===== src/rtl/sparc_exu_alu_arbctl_if.sv =====
// Bus bundle between the IFU/ECL decode side and the EXU ALU arbiter.
// D-stage requests from the integer pipe and the aux mul/div engine
// enter here, and the E-stage ALU controls leave here.
// Optional performance port: SPARC_EXU_ALU_ARB_PERF_EN.
interface sparc_exu_alu_arbctl_if;
   logic        pipe_vld_d;
   logic [2:0]  pipe_op_d;
   logic        pipe_inv_d;
   logic        pipe_cin_d;
   logic        aux_req;
   logic        aux_sub;
   logic        arb_pipe_stall_d;
   logic        arb_aux_gnt;
   logic        arb_aux_own_e;
   logic        arb_vld_e;
   logic        ecl_alu_log_sel_and_e;
   logic        ecl_alu_log_sel_or_e;
   logic        ecl_alu_log_sel_xor_e;
   logic        ecl_alu_log_sel_move_e;
   logic        ecl_alu_out_sel_sum_e_l;
   logic        ecl_alu_out_sel_rs3_e_l;
   logic        ecl_alu_out_sel_shift_e_l;
   logic        ecl_alu_out_sel_logic_e_l;
   logic        ecl_alu_cin_e;
   logic        ifu_exu_invert_d;
`ifdef SPARC_EXU_ALU_ARB_PERF_EN
   logic        arb_perf_clr;
   logic [15:0] arb_perf_cnt;
`endif

   modport master (
      output pipe_vld_d, pipe_op_d, pipe_inv_d, pipe_cin_d, aux_req, aux_sub,
`ifdef SPARC_EXU_ALU_ARB_PERF_EN
      output arb_perf_clr,
      input  arb_perf_cnt,
`endif
      input  arb_pipe_stall_d, arb_aux_gnt, arb_aux_own_e, arb_vld_e,
      input  ecl_alu_log_sel_and_e, ecl_alu_log_sel_or_e,
      input  ecl_alu_log_sel_xor_e, ecl_alu_log_sel_move_e,
      input  ecl_alu_out_sel_sum_e_l, ecl_alu_out_sel_rs3_e_l,
      input  ecl_alu_out_sel_shift_e_l, ecl_alu_out_sel_logic_e_l,
      input  ecl_alu_cin_e, ifu_exu_invert_d
   );

   modport slave (
      input  pipe_vld_d, pipe_op_d, pipe_inv_d, pipe_cin_d, aux_req, aux_sub,
`ifdef SPARC_EXU_ALU_ARB_PERF_EN
      input  arb_perf_clr,
      output arb_perf_cnt,
`endif
      output arb_pipe_stall_d, arb_aux_gnt, arb_aux_own_e, arb_vld_e,
      output ecl_alu_log_sel_and_e, ecl_alu_log_sel_or_e,
      output ecl_alu_log_sel_xor_e, ecl_alu_log_sel_move_e,
      output ecl_alu_out_sel_sum_e_l, ecl_alu_out_sel_rs3_e_l,
      output ecl_alu_out_sel_shift_e_l, ecl_alu_out_sel_logic_e_l,
      output ecl_alu_cin_e, ifu_exu_invert_d
   );
endinterface


===== src/rtl/sparc_exu_alu_arbctl.sv =====
// EXU ALU arbiter: shares the ALU between the integer pipe and the aux
// mul/div step engine. Pipe has priority; aux is forced through after
// STARVE_MAX consecutive denials. The D-stage decision registers into E.
// Optional FORCE-cycle performance counter: SPARC_EXU_ALU_ARB_PERF_EN.
module sparc_exu_alu_arbctl #(
   parameter int STARVE_MAX = 4,
   parameter int CNTW       = 3
) (
   input  logic                  rclk,
   input  logic                  arst_l,
   sparc_exu_alu_arbctl_if.slave bus
);

   typedef enum logic [0:0] {PIPE_PRI = 1'b0, FORCE = 1'b1} state_t;

   localparam logic [CNTW-1:0] STARVE_LAST = CNTW'(STARVE_MAX - 1);

   // One-hot output select, active high internally: [0]sum [1]rs3 [2]shift [3]logic
   localparam logic [3:0] SEL_SUM   = 4'b0001;
   localparam logic [3:0] SEL_RS3   = 4'b0010;
   localparam logic [3:0] SEL_SHIFT = 4'b0100;
   localparam logic [3:0] SEL_LOGIC = 4'b1000;

   localparam logic [2:0] OP_ADD   = 3'b000;
   localparam logic [2:0] OP_SUB   = 3'b001;
   localparam logic [2:0] OP_AND   = 3'b010;
   localparam logic [2:0] OP_OR    = 3'b011;
   localparam logic [2:0] OP_XOR   = 3'b100;
   localparam logic [2:0] OP_MOV   = 3'b101;
   localparam logic [2:0] OP_SHIFT = 3'b110;
   localparam logic [2:0] OP_RS3   = 3'b111;

   state_t          state_r, state_nxt_s;
   logic [CNTW-1:0] cnt_r, cnt_nxt_s;
   logic            gnt_s, stall_s, pipe_win_s;
   logic            vld_nxt_s, own_nxt_s, cin_nxt_s, inv_s;
   logic [3:0]      sel_nxt_s, log_nxt_s;   // log: [3]and [2]or [1]xor [0]move
   logic            vld_e_r, own_e_r, cin_e_r;
   logic [3:0]      sel_r, log_r, out_l_s;

   // Arbitration and starvation tracking for the D-stage requesters
   always_comb begin
      state_nxt_s = PIPE_PRI;
      cnt_nxt_s   = '0;
      gnt_s       = 1'b0;
      stall_s     = 1'b0;
      pipe_win_s  = 1'b0;
      case (state_r)
         PIPE_PRI: begin
            if (bus.pipe_vld_d) begin
               pipe_win_s = 1'b1;
               if (bus.aux_req) begin
                  cnt_nxt_s = cnt_r + CNTW'(1);
                  if (cnt_r == STARVE_LAST) begin
                     state_nxt_s = FORCE;
                  end else begin
                     state_nxt_s = PIPE_PRI;
                  end
               end else begin
                  cnt_nxt_s = '0;
               end
            end else if (bus.aux_req) begin
               gnt_s = 1'b1;
            end else begin
               gnt_s = 1'b0;
            end
         end
         FORCE: begin
            // Pipe is held off for one cycle regardless of its request
            gnt_s   = bus.aux_req;
            stall_s = 1'b1;
         end
         default: begin
            state_nxt_s = PIPE_PRI;
         end
      endcase
   end

   // Decode the D-stage winner into next E-stage ALU controls
   always_comb begin
      vld_nxt_s = 1'b0;
      own_nxt_s = 1'b0;
      cin_nxt_s = 1'b0;
      inv_s     = 1'b0;
      sel_nxt_s = SEL_SUM;
      log_nxt_s = 4'b0000;
      if (gnt_s) begin
         vld_nxt_s = 1'b1;
         own_nxt_s = 1'b1;
         cin_nxt_s = bus.aux_sub;
         inv_s     = bus.aux_sub;
      end else if (pipe_win_s) begin
         vld_nxt_s = 1'b1;
         case (bus.pipe_op_d)
            OP_ADD:   cin_nxt_s = bus.pipe_cin_d;
            OP_SUB:   begin cin_nxt_s = 1'b1; inv_s = 1'b1; end
            OP_AND:   begin sel_nxt_s = SEL_LOGIC; log_nxt_s = 4'b1000; inv_s = bus.pipe_inv_d; end
            OP_OR:    begin sel_nxt_s = SEL_LOGIC; log_nxt_s = 4'b0100; inv_s = bus.pipe_inv_d; end
            OP_XOR:   begin sel_nxt_s = SEL_LOGIC; log_nxt_s = 4'b0010; inv_s = bus.pipe_inv_d; end
            OP_MOV:   begin sel_nxt_s = SEL_LOGIC; log_nxt_s = 4'b0001; end
            OP_SHIFT: sel_nxt_s = SEL_SHIFT;
            OP_RS3:   sel_nxt_s = SEL_RS3;
            default:  sel_nxt_s = SEL_SUM;
         endcase
      end else begin
         vld_nxt_s = 1'b0;
      end
   end

   // FSM, starvation counter and E-stage control registers
   always_ff @(posedge rclk or negedge arst_l) begin
      if (!arst_l) begin
         state_r <= PIPE_PRI;
         cnt_r   <= '0;
         vld_e_r <= 1'b0;
         own_e_r <= 1'b0;
         cin_e_r <= 1'b0;
         sel_r   <= SEL_SUM;
         log_r   <= 4'b0000;
      end else begin
         state_r <= state_nxt_s;
         cnt_r   <= cnt_nxt_s;
         vld_e_r <= vld_nxt_s;
         own_e_r <= own_nxt_s;
         cin_e_r <= cin_nxt_s;
         sel_r   <= sel_nxt_s;
         log_r   <= log_nxt_s;
      end
   end

   // Active-low output selects; any non-one-hot code falls back to sum
   always_comb begin
      out_l_s = ~SEL_SUM;
      case (sel_r)
         SEL_SUM:   out_l_s = ~SEL_SUM;
         SEL_RS3:   out_l_s = ~SEL_RS3;
         SEL_SHIFT: out_l_s = ~SEL_SHIFT;
         SEL_LOGIC: out_l_s = ~SEL_LOGIC;
         default:   out_l_s = ~SEL_SUM;
      endcase
   end

   assign bus.arb_pipe_stall_d          = stall_s;
   assign bus.arb_aux_gnt               = gnt_s;
   assign bus.ifu_exu_invert_d          = inv_s;
   assign bus.arb_vld_e                 = vld_e_r;
   assign bus.arb_aux_own_e             = own_e_r;
   assign bus.ecl_alu_cin_e             = cin_e_r;
   assign bus.ecl_alu_log_sel_and_e     = log_r[3];
   assign bus.ecl_alu_log_sel_or_e      = log_r[2];
   assign bus.ecl_alu_log_sel_xor_e     = log_r[1];
   assign bus.ecl_alu_log_sel_move_e    = log_r[0];
   assign bus.ecl_alu_out_sel_sum_e_l   = out_l_s[0];
   assign bus.ecl_alu_out_sel_rs3_e_l   = out_l_s[1];
   assign bus.ecl_alu_out_sel_shift_e_l = out_l_s[2];
   assign bus.ecl_alu_out_sel_logic_e_l = out_l_s[3];

`ifdef SPARC_EXU_ALU_ARB_PERF_EN
   logic [15:0] perf_r;

   // Saturating count of FORCE cycles; synchronous clear wins over increment
   always_ff @(posedge rclk or negedge arst_l) begin
      if (!arst_l) begin
         perf_r <= 16'h0000;
      end else if (bus.arb_perf_clr) begin
         perf_r <= 16'h0000;
      end else if ((state_r == FORCE) && (perf_r != 16'hFFFF)) begin
         perf_r <= perf_r + 16'h0001;
      end else begin
         perf_r <= perf_r;
      end
   end

   assign bus.arb_perf_cnt = perf_r;
`endif

endmodule


===== src/flat_wrapper.sv =====
// flat-port wrapper written by rule: the top's interface ports become plain ports
module sparc_exu_alu_arbctl_flat 
#(
   parameter int STARVE_MAX = 4,
   parameter int CNTW       = 3
)
  (rclk, arst_l, bus_pipe_vld_d, bus_pipe_op_d, bus_pipe_inv_d, bus_pipe_cin_d, bus_aux_req, bus_aux_sub, bus_arb_pipe_stall_d, bus_arb_aux_gnt, bus_arb_aux_own_e, bus_arb_vld_e, bus_ecl_alu_log_sel_and_e, bus_ecl_alu_log_sel_or_e, bus_ecl_alu_log_sel_xor_e, bus_ecl_alu_log_sel_move_e, bus_ecl_alu_out_sel_sum_e_l, bus_ecl_alu_out_sel_rs3_e_l, bus_ecl_alu_out_sel_shift_e_l, bus_ecl_alu_out_sel_logic_e_l, bus_ecl_alu_cin_e, bus_ifu_exu_invert_d);
  sparc_exu_alu_arbctl_if bus_i ();
  input  logic rclk;
  input  logic arst_l;
  input wire logic [$bits(bus_i.pipe_vld_d)-1:0] bus_pipe_vld_d;
  input wire logic [$bits(bus_i.pipe_op_d)-1:0] bus_pipe_op_d;
  input wire logic [$bits(bus_i.pipe_inv_d)-1:0] bus_pipe_inv_d;
  input wire logic [$bits(bus_i.pipe_cin_d)-1:0] bus_pipe_cin_d;
  input wire logic [$bits(bus_i.aux_req)-1:0] bus_aux_req;
  input wire logic [$bits(bus_i.aux_sub)-1:0] bus_aux_sub;
  output wire logic [$bits(bus_i.arb_pipe_stall_d)-1:0] bus_arb_pipe_stall_d;
  output wire logic [$bits(bus_i.arb_aux_gnt)-1:0] bus_arb_aux_gnt;
  output wire logic [$bits(bus_i.arb_aux_own_e)-1:0] bus_arb_aux_own_e;
  output wire logic [$bits(bus_i.arb_vld_e)-1:0] bus_arb_vld_e;
  output wire logic [$bits(bus_i.ecl_alu_log_sel_and_e)-1:0] bus_ecl_alu_log_sel_and_e;
  output wire logic [$bits(bus_i.ecl_alu_log_sel_or_e)-1:0] bus_ecl_alu_log_sel_or_e;
  output wire logic [$bits(bus_i.ecl_alu_log_sel_xor_e)-1:0] bus_ecl_alu_log_sel_xor_e;
  output wire logic [$bits(bus_i.ecl_alu_log_sel_move_e)-1:0] bus_ecl_alu_log_sel_move_e;
  output wire logic [$bits(bus_i.ecl_alu_out_sel_sum_e_l)-1:0] bus_ecl_alu_out_sel_sum_e_l;
  output wire logic [$bits(bus_i.ecl_alu_out_sel_rs3_e_l)-1:0] bus_ecl_alu_out_sel_rs3_e_l;
  output wire logic [$bits(bus_i.ecl_alu_out_sel_shift_e_l)-1:0] bus_ecl_alu_out_sel_shift_e_l;
  output wire logic [$bits(bus_i.ecl_alu_out_sel_logic_e_l)-1:0] bus_ecl_alu_out_sel_logic_e_l;
  output wire logic [$bits(bus_i.ecl_alu_cin_e)-1:0] bus_ecl_alu_cin_e;
  output wire logic [$bits(bus_i.ifu_exu_invert_d)-1:0] bus_ifu_exu_invert_d;
  assign bus_i.pipe_vld_d = bus_pipe_vld_d;
  assign bus_i.pipe_op_d = bus_pipe_op_d;
  assign bus_i.pipe_inv_d = bus_pipe_inv_d;
  assign bus_i.pipe_cin_d = bus_pipe_cin_d;
  assign bus_i.aux_req = bus_aux_req;
  assign bus_i.aux_sub = bus_aux_sub;
  assign bus_arb_pipe_stall_d = bus_i.arb_pipe_stall_d;
  assign bus_arb_aux_gnt = bus_i.arb_aux_gnt;
  assign bus_arb_aux_own_e = bus_i.arb_aux_own_e;
  assign bus_arb_vld_e = bus_i.arb_vld_e;
  assign bus_ecl_alu_log_sel_and_e = bus_i.ecl_alu_log_sel_and_e;
  assign bus_ecl_alu_log_sel_or_e = bus_i.ecl_alu_log_sel_or_e;
  assign bus_ecl_alu_log_sel_xor_e = bus_i.ecl_alu_log_sel_xor_e;
  assign bus_ecl_alu_log_sel_move_e = bus_i.ecl_alu_log_sel_move_e;
  assign bus_ecl_alu_out_sel_sum_e_l = bus_i.ecl_alu_out_sel_sum_e_l;
  assign bus_ecl_alu_out_sel_rs3_e_l = bus_i.ecl_alu_out_sel_rs3_e_l;
  assign bus_ecl_alu_out_sel_shift_e_l = bus_i.ecl_alu_out_sel_shift_e_l;
  assign bus_ecl_alu_out_sel_logic_e_l = bus_i.ecl_alu_out_sel_logic_e_l;
  assign bus_ecl_alu_cin_e = bus_i.ecl_alu_cin_e;
  assign bus_ifu_exu_invert_d = bus_i.ifu_exu_invert_d;
  sparc_exu_alu_arbctl #(.STARVE_MAX(STARVE_MAX), .CNTW(CNTW)) u_core (.rclk(rclk), .arst_l(arst_l), .bus(bus_i));
endmodule

===== config.mk =====
export PLATFORM = sky130hd
export DESIGN_NAME = sparc_exu_alu_arbctl_flat
export DESIGN_NICKNAME = d
export VERILOG_FILES = /design/src/rtl/sparc_exu_alu_arbctl_if.sv /design/src/rtl/sparc_exu_alu_arbctl.sv /design/src/flat_wrapper.sv
export SDC_FILE = /design/constraint.sdc
export NUM_CORES = 1
export LEC_CHECK = 0
export CAP_MARGIN = 10
export CORE_ASPECT_RATIO = 0.8
export CORE_MARGIN = 2
export CORE_UTILIZATION = 37
export CTS_CLUSTER_SIZE = 28
export DETAILED_ROUTE_END_ITERATION = 16
export PLACE_DENSITY_LB_ADDON = 0.2
export SYNTH_ARGS = -nofsm -noshare
export SYNTH_HDL_FRONTEND = slang
export SYNTH_SLANG_ARGS = --single-unit

===== constraint.sdc =====
create_clock -name rclk -period 1.09 [get_ports rclk]
set_input_delay 0.109 -clock rclk [delete_from_list [all_inputs] [get_ports rclk]]
set_output_delay 0.109 -clock rclk [all_outputs]
set_load 0.005 [all_outputs]

==> impl_metrics.ini <==
[clock_network]
clock_sinks = 15
cts_buffers = 3
cts_root_buffer = clkbuf_4
insertion_delay_ps = 280
clock_path_buffers = 2
tritoncts = built
path_clk_slew_ps = 90
htreeDepth = 1

[flow_run]
cap_violations = 0

[place]
hpwl_um = 1000
dpl_cell_area_sq_um = 960
io_buffer_count = 23
pre_cts_ws_ps = -728
globalplace.congestion = 0.696

[synthesis]
avgSynthCellArea_sq_um = 11.6
yosys.area.top_type_share_pct = 56.1
synth_top_area_cell = dfrtp_1
synthCells = 54
yosys_register_bits = 15
syn-num-nets = 66
yosys-top-cells-area = dfrtp_1 (56%), dfstp_2 (4.2%), nor2_1 (4.2%), ha_1 (4.0%), nand3b_1 (3.6%)
syn_area_sq_um = 624
synth-seq-area-share_pct = 60.3
post_synth_num_cell_types = 23
yosysWarnings = 0

[final_layout]
mostFrequentLayoutCell = dfrtp_1
fill_cells = 129
insertedDiodeCount = 0
layout.nets = 105
layout_common_cells = dfrtp_1 (14), dlygate4sd2_1 (11), buf_4 (8), nor2_1 (7), buf_6 (6)
drive_gt1_share_pct = 38.0
final_area_sq_um = 1040
area_growth_pct = 66.1

[run_status]
outcome = complete, but fails checks
violations = negative setup slack

[drt]
initialDrtViolationCount = 5
drc = 0
wl_per_cell_um = 11.5
routed_wirelength_um = 1310
ant_nets = 0
drt_first_pass_iters = 2
vias = 541
vias_per_cell = 4.75

[floorplan]
die_area_sq_um = 2030
die_h_um = 40.7
initial_core_util_pct = 38.8
placeableCoreArea_sq_um = 1610
ios = 24
fp-row-count = 13
fp.dieW_um = 49.9

[sta]
period_needed_ps = 1470
setup_ws_ps = -381
slew_viol_final = 0
setup_violations = 6
hold_violations = 0
rsz0062_at_grt = yes
tightestPinTransition_ps = 252
period_share_pct = 135
fin_skew_ps = 5.19
fmax_mhz = 680
relSlewSlack_pct = 83.2

[power]
p_sw_share_pct = 24.6
seqPwrFrac_pct = 53.7
power.switching_mw = 0.268
ir_drop_uv = 691
p_leak_nw = 0.525
clockPowerShare_pct = 28.6
p_int_mw = 0.823
power.density_nw_per_um2 = 1050
finalPower_mw = 1.09
power_frac_comb_pct = 17.7

[global_routing]
antenna_found_initial = 0
grt_pass1_wl_um = 2000
use_met1_pct = 15.1
grt_busiest_layer = met2
grt-ovfl-total = 0
grt_pass1_vias = 465
grtUsageMet3_pct = 4.38
grt_usage_pct = 14.7
grtUsageMet2_pct = 27.3
grt_max_degree = 14

[setup_path]
critPathKind = reg -> out
path_max_fanout = 2
slowest_delay_ps = 530
critical_path.cell_chain = or4b_4 > nand3_2 > buf_2
critPathLaunchType = flip-flop
critPathBufInv = 1
worstPathRequired_ps = 980
end_kind = primary output
cpLargestDelayFamily = simple AND/OR/NAND/NOR gates
slowest_stage = or4b_4
crit_arrival_ps = 1360

[hold_path]
min_path_type = in -> async
## final timing paths
kind                                  start                          end  slack (ps)  depth (start not counted)
hold reg to reg             u_core.cnt_r[0]              u_core.cnt_r[0]         440                          1
setup / recovery            u_core.sel_r[0]  bus_ecl_alu_out_sel_sum_e_l        -380                          3
setup reg to reg             u_core.state_r     u_core.bus.ecl_alu_cin_e          30                          4
min in group rclk          bus_pipe_op_d[2]     u_core.bus.ecl_alu_cin_e         230                          2
hold / removal                       arst_l         u_core.bus.arb_vld_e          30                          1
max in group asynchronous            arst_l              u_core.sel_r[0]         650                          2
## through the flow
step,instances,setup TNS (ps),hold slack (ps),util [%]
after floorplan,54,0,-187,-
after global placement,107,-3350,338,59.6
after detailed placement,107,-3260,340,59.6
after CTS,112,-1560,24.9,62.0
after global routing,114,-1770,22.3,64.4
final,114,-1410,31.6,64.4
## cells by family after synthesis
kind of cell,count (synthesis),share of synthesized area (%)
and+or+nand+nor,29,25.5
AOI/OAI and AO/OA,4,5.21
buffers and inverters,3,3.61
adders and majority gates,2,4.01
xor gates and xnor gates,1,1.40
DFF,15,60.3
## sequential cells by signal, summed over array words and instances (netlist names)
| name | cells |
|---|---|
| u_core.bus.arb_vld_e | 1 |
| u_core.bus.ecl_alu_cin_e | 1 |
| u_core.log_r | 4 |
| u_core.state_r | 1 |
| u_core.bus.arb_aux_own_e | 1 |
| u_core.sel_r | 4 |
| u_core.cnt_r | 3 |
## power by group through the flow
stage               clock network (mW)  logic (mW)  registers (mW)
floorplan                            0      0.0611           0.598
global placement                     0       0.182           0.596
detailed placement                   0       0.186           0.598
CTS                              0.332       0.183           0.586
global route                     0.351       0.211           0.588
finish                           0.312       0.193           0.586
## final cells by class
cell class	count	area [sq um]	area share, %
Timing Repair Buffer	36	319	30.8
Multi-Input combinational cell	36	283	27.3
Sequential cell	15	377	36.3
Clock buffer	3	22.5	2.17
Inverter	1	3.75	0.362
Tap cell	22	27.5	2.65
Clock inverter	1	5.00	0.483
## layer usage
layer  part of all wire [%]  routed length, um  vias to the layer above
met3                    5.3                 69                        2
li1                       -                  -                      260
met4                    1.4                 19                        0
met1                     40                523                      262
met5                      0                  0                        -
met2                     53                701                       17
## what timing repair did
action                     CTS  global route
resized for setup           45             9
setup buffers                2             2
setup endpoints to repair   16             9
pin swaps                    5             2
hold buffers                 0             0
## cell usage after synthesis
master     n
o311a_1    1
and2_1     1
or4b_1     1
dfrtp_1   14
buf_4      1
or3b_1     1
nand2_1    4
nand3b_1   3
o41ai_1    1
dfstp_2    1
nand2b_1   3
buf_6      1
xnor2_1    1
nor3_1     3
nor3b_1    1
and3_1     2
inv_1      1
o21ai_0    1
ha_1       2
nand3_1    2
o21ai_2    1
nor2b_1    1
nor2_1     7
Power figures use the tool's default switching activity.
